--- src/rtl/program_memory_if.sv ---
// Fetch, control and program-load signals between the program memory and its neighbours.
// "slave" is the memory side; "master" is the controller / instruction-cycle side.
interface program_memory_if #(
  parameter int INST_ADDR_WIDTH = 8,
  parameter int INST_DATA_WIDTH = 8
);
  logic [INST_ADDR_WIDTH-1:0] inst_addr;
  logic [INST_DATA_WIDTH-1:0] inst_data;
  logic                       cpu_run;
  logic                       load_start;
  logic                       run_start;
  logic                       halt_req;
  logic                       ld_valid;
  logic [INST_DATA_WIDTH-1:0] ld_data;
  logic                       ld_last;
  logic                       ld_ready;
  logic [INST_ADDR_WIDTH:0]   ld_count;
  logic                       ld_err;

  modport master (
    output inst_addr, load_start, run_start, halt_req, ld_valid, ld_data, ld_last,
    input  inst_data, cpu_run, ld_ready, ld_count, ld_err
  );

  modport slave (
    input  inst_addr, load_start, run_start, halt_req, ld_valid, ld_data, ld_last,
    output inst_data, cpu_run, ld_ready, ld_count, ld_err
  );
endinterface

--- src/rtl/program_memory.sv ---
// Program memory with a HALT/LOAD/RUN controller.
// A streamed program load fills the array from address 0; RUN serves registered instruction fetches.
module program_memory #(
  parameter int INST_ADDR_WIDTH = 8,
  parameter int INST_DATA_WIDTH = 8
) (
  input  logic              clk,
  input  logic              arst_n,
  program_memory_if.slave   bus
);
  localparam int DEPTH = 1 << INST_ADDR_WIDTH;
  localparam logic [INST_ADDR_WIDTH-1:0] PTR_ONE   = 1;
  localparam logic [INST_ADDR_WIDTH:0]   COUNT_ONE = 1;

  typedef enum logic [1:0] {HALT, LOAD, RUN} state_t;

  state_t                     state_reg, state_next;
  logic [INST_ADDR_WIDTH-1:0] wr_ptr_reg, wr_ptr_next;
  logic [INST_ADDR_WIDTH:0]   ld_count_reg, ld_count_next;
  logic                       ld_err_reg, ld_err_next;
  logic                       cpu_run_reg, cpu_run_next;
  logic                       ld_ready_reg, ld_ready_next;
  logic [INST_DATA_WIDTH-1:0] inst_data_reg;
  logic [INST_DATA_WIDTH-1:0] mem [DEPTH];

  logic transfer;
  logic at_last_addr;
  logic enter_load;

  assign transfer     = (state_reg == LOAD) && bus.ld_valid;
  assign at_last_addr = (wr_ptr_reg == '1);
  assign enter_load   = (state_reg != LOAD) && (state_next == LOAD);

  always_ff @(posedge clk or negedge arst_n) begin
    if (!arst_n) begin
      state_reg    <= HALT;
      wr_ptr_reg   <= '0;
      ld_count_reg <= '0;
      ld_err_reg   <= 1'b0;
      cpu_run_reg  <= 1'b0;
      ld_ready_reg <= 1'b0;
    end else begin
      state_reg    <= state_next;
      wr_ptr_reg   <= wr_ptr_next;
      ld_count_reg <= ld_count_next;
      ld_err_reg   <= ld_err_next;
      cpu_run_reg  <= cpu_run_next;
      ld_ready_reg <= ld_ready_next;
    end
  end

  always_comb begin
    state_next = state_reg;
    case (state_reg)
      HALT: begin
        if (bus.load_start)     state_next = LOAD;
        else if (bus.run_start) state_next = RUN;
      end
      LOAD: begin
        // Overflow without ld_last abandons the load rather than running a truncated program.
        if (transfer) begin
          if (bus.ld_last)        state_next = RUN;
          else if (at_last_addr)  state_next = HALT;
        end
      end
      RUN: begin
        if (bus.load_start)     state_next = LOAD;
        else if (bus.halt_req)  state_next = HALT;
      end
      default: state_next = HALT;
    endcase
  end

  always_comb begin
    wr_ptr_next   = wr_ptr_reg;
    ld_count_next = ld_count_reg;
    ld_err_next   = ld_err_reg;
    cpu_run_next  = (state_next == RUN);
    ld_ready_next = (state_next == LOAD);
    if (enter_load) begin
      wr_ptr_next   = '0;
      ld_count_next = '0;
      ld_err_next   = 1'b0;
    end else if (transfer) begin
      wr_ptr_next   = wr_ptr_reg + PTR_ONE;
      ld_count_next = ld_count_reg + COUNT_ONE;
      if (!bus.ld_last && at_last_addr) ld_err_next = 1'b1;
    end
  end

  // Array deliberately has no reset so a loaded program survives arst_n.
  always_ff @(posedge clk) begin
    if (transfer) mem[wr_ptr_reg] <= bus.ld_data;
  end

  always_ff @(posedge clk or negedge arst_n) begin
    if (!arst_n)                inst_data_reg <= '0;
    else if (state_reg == RUN)  inst_data_reg <= mem[bus.inst_addr];
    else                        inst_data_reg <= '0;
  end

  assign bus.inst_data = inst_data_reg;
  assign bus.cpu_run   = cpu_run_reg;
  assign bus.ld_ready  = ld_ready_reg;
  assign bus.ld_count  = ld_count_reg;
  assign bus.ld_err    = ld_err_reg;
endmodule

--- src/flat_wrapper.sv ---
// flat-port wrapper written by rule: the top's interface ports become plain ports
module program_memory_flat 
#(
  parameter int INST_ADDR_WIDTH = 8,
  parameter int INST_DATA_WIDTH = 8
)
  (clk, arst_n, bus_inst_addr, bus_load_start, bus_run_start, bus_halt_req, bus_ld_valid, bus_ld_data, bus_ld_last, bus_inst_data, bus_cpu_run, bus_ld_ready, bus_ld_count, bus_ld_err);
  program_memory_if #(.INST_ADDR_WIDTH(INST_ADDR_WIDTH), .INST_DATA_WIDTH(INST_DATA_WIDTH)) bus_i ();
  input  logic clk;
  input  logic arst_n;
  input wire logic [$bits(bus_i.inst_addr)-1:0] bus_inst_addr;
  input wire logic [$bits(bus_i.load_start)-1:0] bus_load_start;
  input wire logic [$bits(bus_i.run_start)-1:0] bus_run_start;
  input wire logic [$bits(bus_i.halt_req)-1:0] bus_halt_req;
  input wire logic [$bits(bus_i.ld_valid)-1:0] bus_ld_valid;
  input wire logic [$bits(bus_i.ld_data)-1:0] bus_ld_data;
  input wire logic [$bits(bus_i.ld_last)-1:0] bus_ld_last;
  output wire logic [$bits(bus_i.inst_data)-1:0] bus_inst_data;
  output wire logic [$bits(bus_i.cpu_run)-1:0] bus_cpu_run;
  output wire logic [$bits(bus_i.ld_ready)-1:0] bus_ld_ready;
  output wire logic [$bits(bus_i.ld_count)-1:0] bus_ld_count;
  output wire logic [$bits(bus_i.ld_err)-1:0] bus_ld_err;
  assign bus_i.inst_addr = bus_inst_addr;
  assign bus_i.load_start = bus_load_start;
  assign bus_i.run_start = bus_run_start;
  assign bus_i.halt_req = bus_halt_req;
  assign bus_i.ld_valid = bus_ld_valid;
  assign bus_i.ld_data = bus_ld_data;
  assign bus_i.ld_last = bus_ld_last;
  assign bus_inst_data = bus_i.inst_data;
  assign bus_cpu_run = bus_i.cpu_run;
  assign bus_ld_ready = bus_i.ld_ready;
  assign bus_ld_count = bus_i.ld_count;
  assign bus_ld_err = bus_i.ld_err;
  program_memory #(.INST_ADDR_WIDTH(INST_ADDR_WIDTH), .INST_DATA_WIDTH(INST_DATA_WIDTH)) u_core (.clk(clk), .arst_n(arst_n), .bus(bus_i));
endmodule
--- config.mk ---
export PLATFORM = sky130hd
export DESIGN_NAME = program_memory_flat
export DESIGN_NICKNAME = d
export VERILOG_FILES = /design/src/rtl/program_memory_if.sv /design/src/rtl/program_memory.sv /design/src/flat_wrapper.sv
export SDC_FILE = /design/constraint.sdc
export NUM_CORES = 2
export LEC_CHECK = 0
export ABC_AREA = 1
export CAP_MARGIN = 20
export CELL_PAD_IN_SITES_DETAIL_PLACEMENT = 0
export CELL_PAD_IN_SITES_GLOBAL_PLACEMENT = 2
export CORE_ASPECT_RATIO = 0.9
export CORE_MARGIN = 1.5
export CORE_UTILIZATION = 44
export DETAILED_ROUTE_END_ITERATION = 8
export HOLD_SLACK_MARGIN = 0.08
export PLACE_DENSITY_LB_ADDON = 0.25
export SYNTH_ARGS = -nofsm -noshare
export SYNTH_HDL_FRONTEND = slang
export SYNTH_SLANG_ARGS = --single-unit
--- constraint.sdc ---
create_clock -name clk -period 2.7 [get_ports clk]
set_clock_uncertainty 0.05 [all_clocks]
set_input_delay 0.405 -clock clk [delete_from_list [all_inputs] [get_ports clk]]
set_output_delay 0.405 -clock clk [all_outputs]
set_load 0.005 [all_outputs]
==> reports/qor.txt <==
Grt total ovfl = 0
P_leak = 35.8 nW
WHS = 145 ps
Full die area = 0.194 mm²
Routed vias = 56400
Cts bufs inserted = 214
Slew margin rel. = 37.3%
Vias in the first global route = 54600
CTS sink count = 2078
RSZ-0062 raised after global routing = no
Post-Syn Area per Cell = 11.9 µm²
Pin count of the biggest net entering global routing = 78
Number of hold violations in the final report = 0
Worst-skew pair later-pin latency = 870 ps
Synthesized net count = 7123
Seq/Total Area, Yosys = 73.8%
Layout net count = 7616
Yosys cell types = 26
Cell Rows = 152
Pwr Total = 70.2 mW
Period minus WS final = 2520 ps
DR iter-0 viols = 5882
Sw Pwr = 16.4 mW
WL final = 252000 µm
Status = finished clean
Clock power frac = 41.8%
CP Max Fanout = 8
Worst Hold Class = in2reg
Total internal power = 53.8 mW
Reg2reg start = u_core.state_reg[1]
Pwr Density = 704 mW/mm²
Hold path cells = 3
Drc violations = 0
Initial Util = 44.3%
Slew Viols, Final = 0
Port buffer count = 42
Synth Instances = 7095
Met2 wire length = 116000 µm
Setup CP Type = reg2reg
Period utilization = 93.3%
Share of layout cells above drive strength 1 = 13.6%
IO Count = 43
Cell Area, Synth = 0.0843 mm²
Final design utilization = 52.3%
Reg-to-reg slack, setup = 180 ps
Synthesized flop and latch total = 2078
Tightest Pin Transition = 940 ps
Required time of the critical path = 3230 ps
Die X-Extent = 464 µm
Logic pwr share = 7.4%
# setup viols final = 0
Design area = 0.0997 mm²
Clock-pin slew on the worst setup and hold paths = 60 ps
Number of flip-flops in the largest register = 2048
Metal3 WL = 17600 µm
Commonest non-fill, non-tap cell in the layout = nand2_1
Synth warn = 0
FILL cells = 16400
Worst Path Arrival = 3050 ps
Net Sw Frac = 23.3%
Synth-to-Final Area Change = 18.2%
Placed Instance Area = 0.0927 mm²
GPL Wtd Cong = 0.851
Reg2reg path depth = 9
Met1 Routed Length = 112000 µm
Hold_sp = bus_ld_last
CP endpoint kind = flop
H-Tree Level Count = 4
Maximum clock rate = 0.397 GHz
Die height = 418 µm
VDD IR-drop max = 0.000708 V
Register Area = 0.0622 mm²
Postcts setup bufs = 0
Drt wl/cell = 24.5 µm
Vias per cell = 5.46
Commonest cells after routing, fill and taps aside = nand2_1, edfxtp_1, nand3_1, buf_4, nor2_1
Core Area = 0.191 mm²
CTS Root Cell = clkbuf_16
WHS Endpoint = u_core.state_reg[1]
First-pass GRT wire length = 370000 µm
DR pass1 iterations = 6
Max Root-Sink Buffers = 3
Worst r2r dst = u_core.mem[175][1]
Top Metal Used = met4
CP Launch Type = flop
MaxCap Viol Count = 0
Initial antenna violation count = 10
ANT nets after route = 0
Seq pwr share = 50.8%
CTS tree = done
Total track usage = 25.9%
HPWL after DPL = 156000 µm
Multi-input gate area = 0.0196 mm²
Setup TNS = 0 ps
stage by stage:
step | setup slack (ps) | cells
3_3_place_gp | -425 | 9904
3_5_place_dp | -394 | 9904
4_1_cts | 20.0 | 10300
2_1_floorplan | 420 | 7095
6_report | 181 | 10300
5_1_grt | 4.93 | 10300
logic make-up (layout without fill, tap and decap cells):
| family | after synthesis | count (layout) | synth area share (%) |
|---|---|---|---|
| AO/OA/AOI/OAI | 81 | 81 | 0.512 |
| flip-flops | 2078 | 2078 | 73.8 |
| AND/OR/NAND/NOR | 4405 | 4405 | 22.5 |
| other | 0 | 2 | 0 |
| XOR/XNOR | 4 | 4 | 0.0416 |
| buffers and inverters | 522 | 1200 | 3.03 |
| adder cells (fa/ha/maj) | 5 | 5 | 0.0742 |
power groups by stage:
stage               clock [mW]  sequential [mW]  combinational, mW
global route              31.1             35.6               5.61
finish                    29.4             35.6               5.20
detailed placement           0             36.3               5.20
global placement             0             36.3               5.17
floorplan                    0             36.3               2.35
CTS                       29.8             35.6               5.22
final cells by class:
class                   count  area share, %
clock inverters           119           1.15
well taps                2541           3.19
flip-flops and latches   2078           62.4
clock buffers             282           5.80
diodes                      2        0.00502
multi-input cells        4495           19.7
repair buffers            760           7.59
inverters                  39          0.183
worst max-delay path: stages (launching register included):
cell,delay (ps)
dfrtp_1,360
inv_1,130
nand3_1,280
nor2_2,220
inv_1,70
nor2_1,140
clkinv_1,170
buf_4,240
nor2_2,290
buf_4,240
synthesized netlist by cell type:
cell type / n / area [µm²]
a2111oi_0: 1 / 8.76
a21oi_1: 19 / 95.1
buf_1: 45 / 169
buf_2: 249 / 1250
buf_4: 48 / 360
buf_6: 12 / 135
buf_8: 1 / 15.0
clkbuf_1: 128 / 480
clkinv_1: 2 / 7.51
dfrtp_1: 30 / 751
edfxtp_1: 2048 / 61500
ha_1: 5 / 62.6
inv_1: 34 / 128
inv_2: 2 / 7.51
inv_4: 1 / 6.26
nand2_1: 2088 / 7840
nand3_1: 1947 / 9740
nor2_1: 359 / 1350
nor3_1: 6 / 30.0
nor3b_1: 2 / 15.0
nor4_1: 2 / 12.5
nor4b_1: 1 / 8.76
o21ai_0: 43 / 215
o22ai_1: 18 / 113
xnor2_1: 1 / 8.76
xor2_1: 3 / 26.3
what timing repair did:
item	in CTS	in global routing
endpoints found under the setup margin	0	24
resized for setup	0	3
hold buffers	9	0
hold endpoints to repair	395	0
routing by layer:
layer	vias to the layer above	global-route usage [%]
li1	26200	-
met1	27900	37.8
met2	1914	40.1
met3	330	4.27
met4	0	6.93
met5	-	0
worst max path at each step:
| stage | from | slack, ps | to |
|---|---|---|---|
| after floorplan | u_core.state_reg[1] | 420 | u_core.mem[63][0] |
| after detailed placement | bus_ld_valid | -390 | u_core.mem[239][3] |
| final | u_core.state_reg[1] | 180 | u_core.mem[175][1] |
| after global placement | bus_ld_valid | -420 | u_core.mem[175][6] |
| after CTS | u_core.state_reg[1] | 20 | u_core.mem[239][4] |
| after global routing | u_core.state_reg[1] | 5 | u_core.mem[239][4] |
Note: power is estimated with default switching activity, not from simulation.
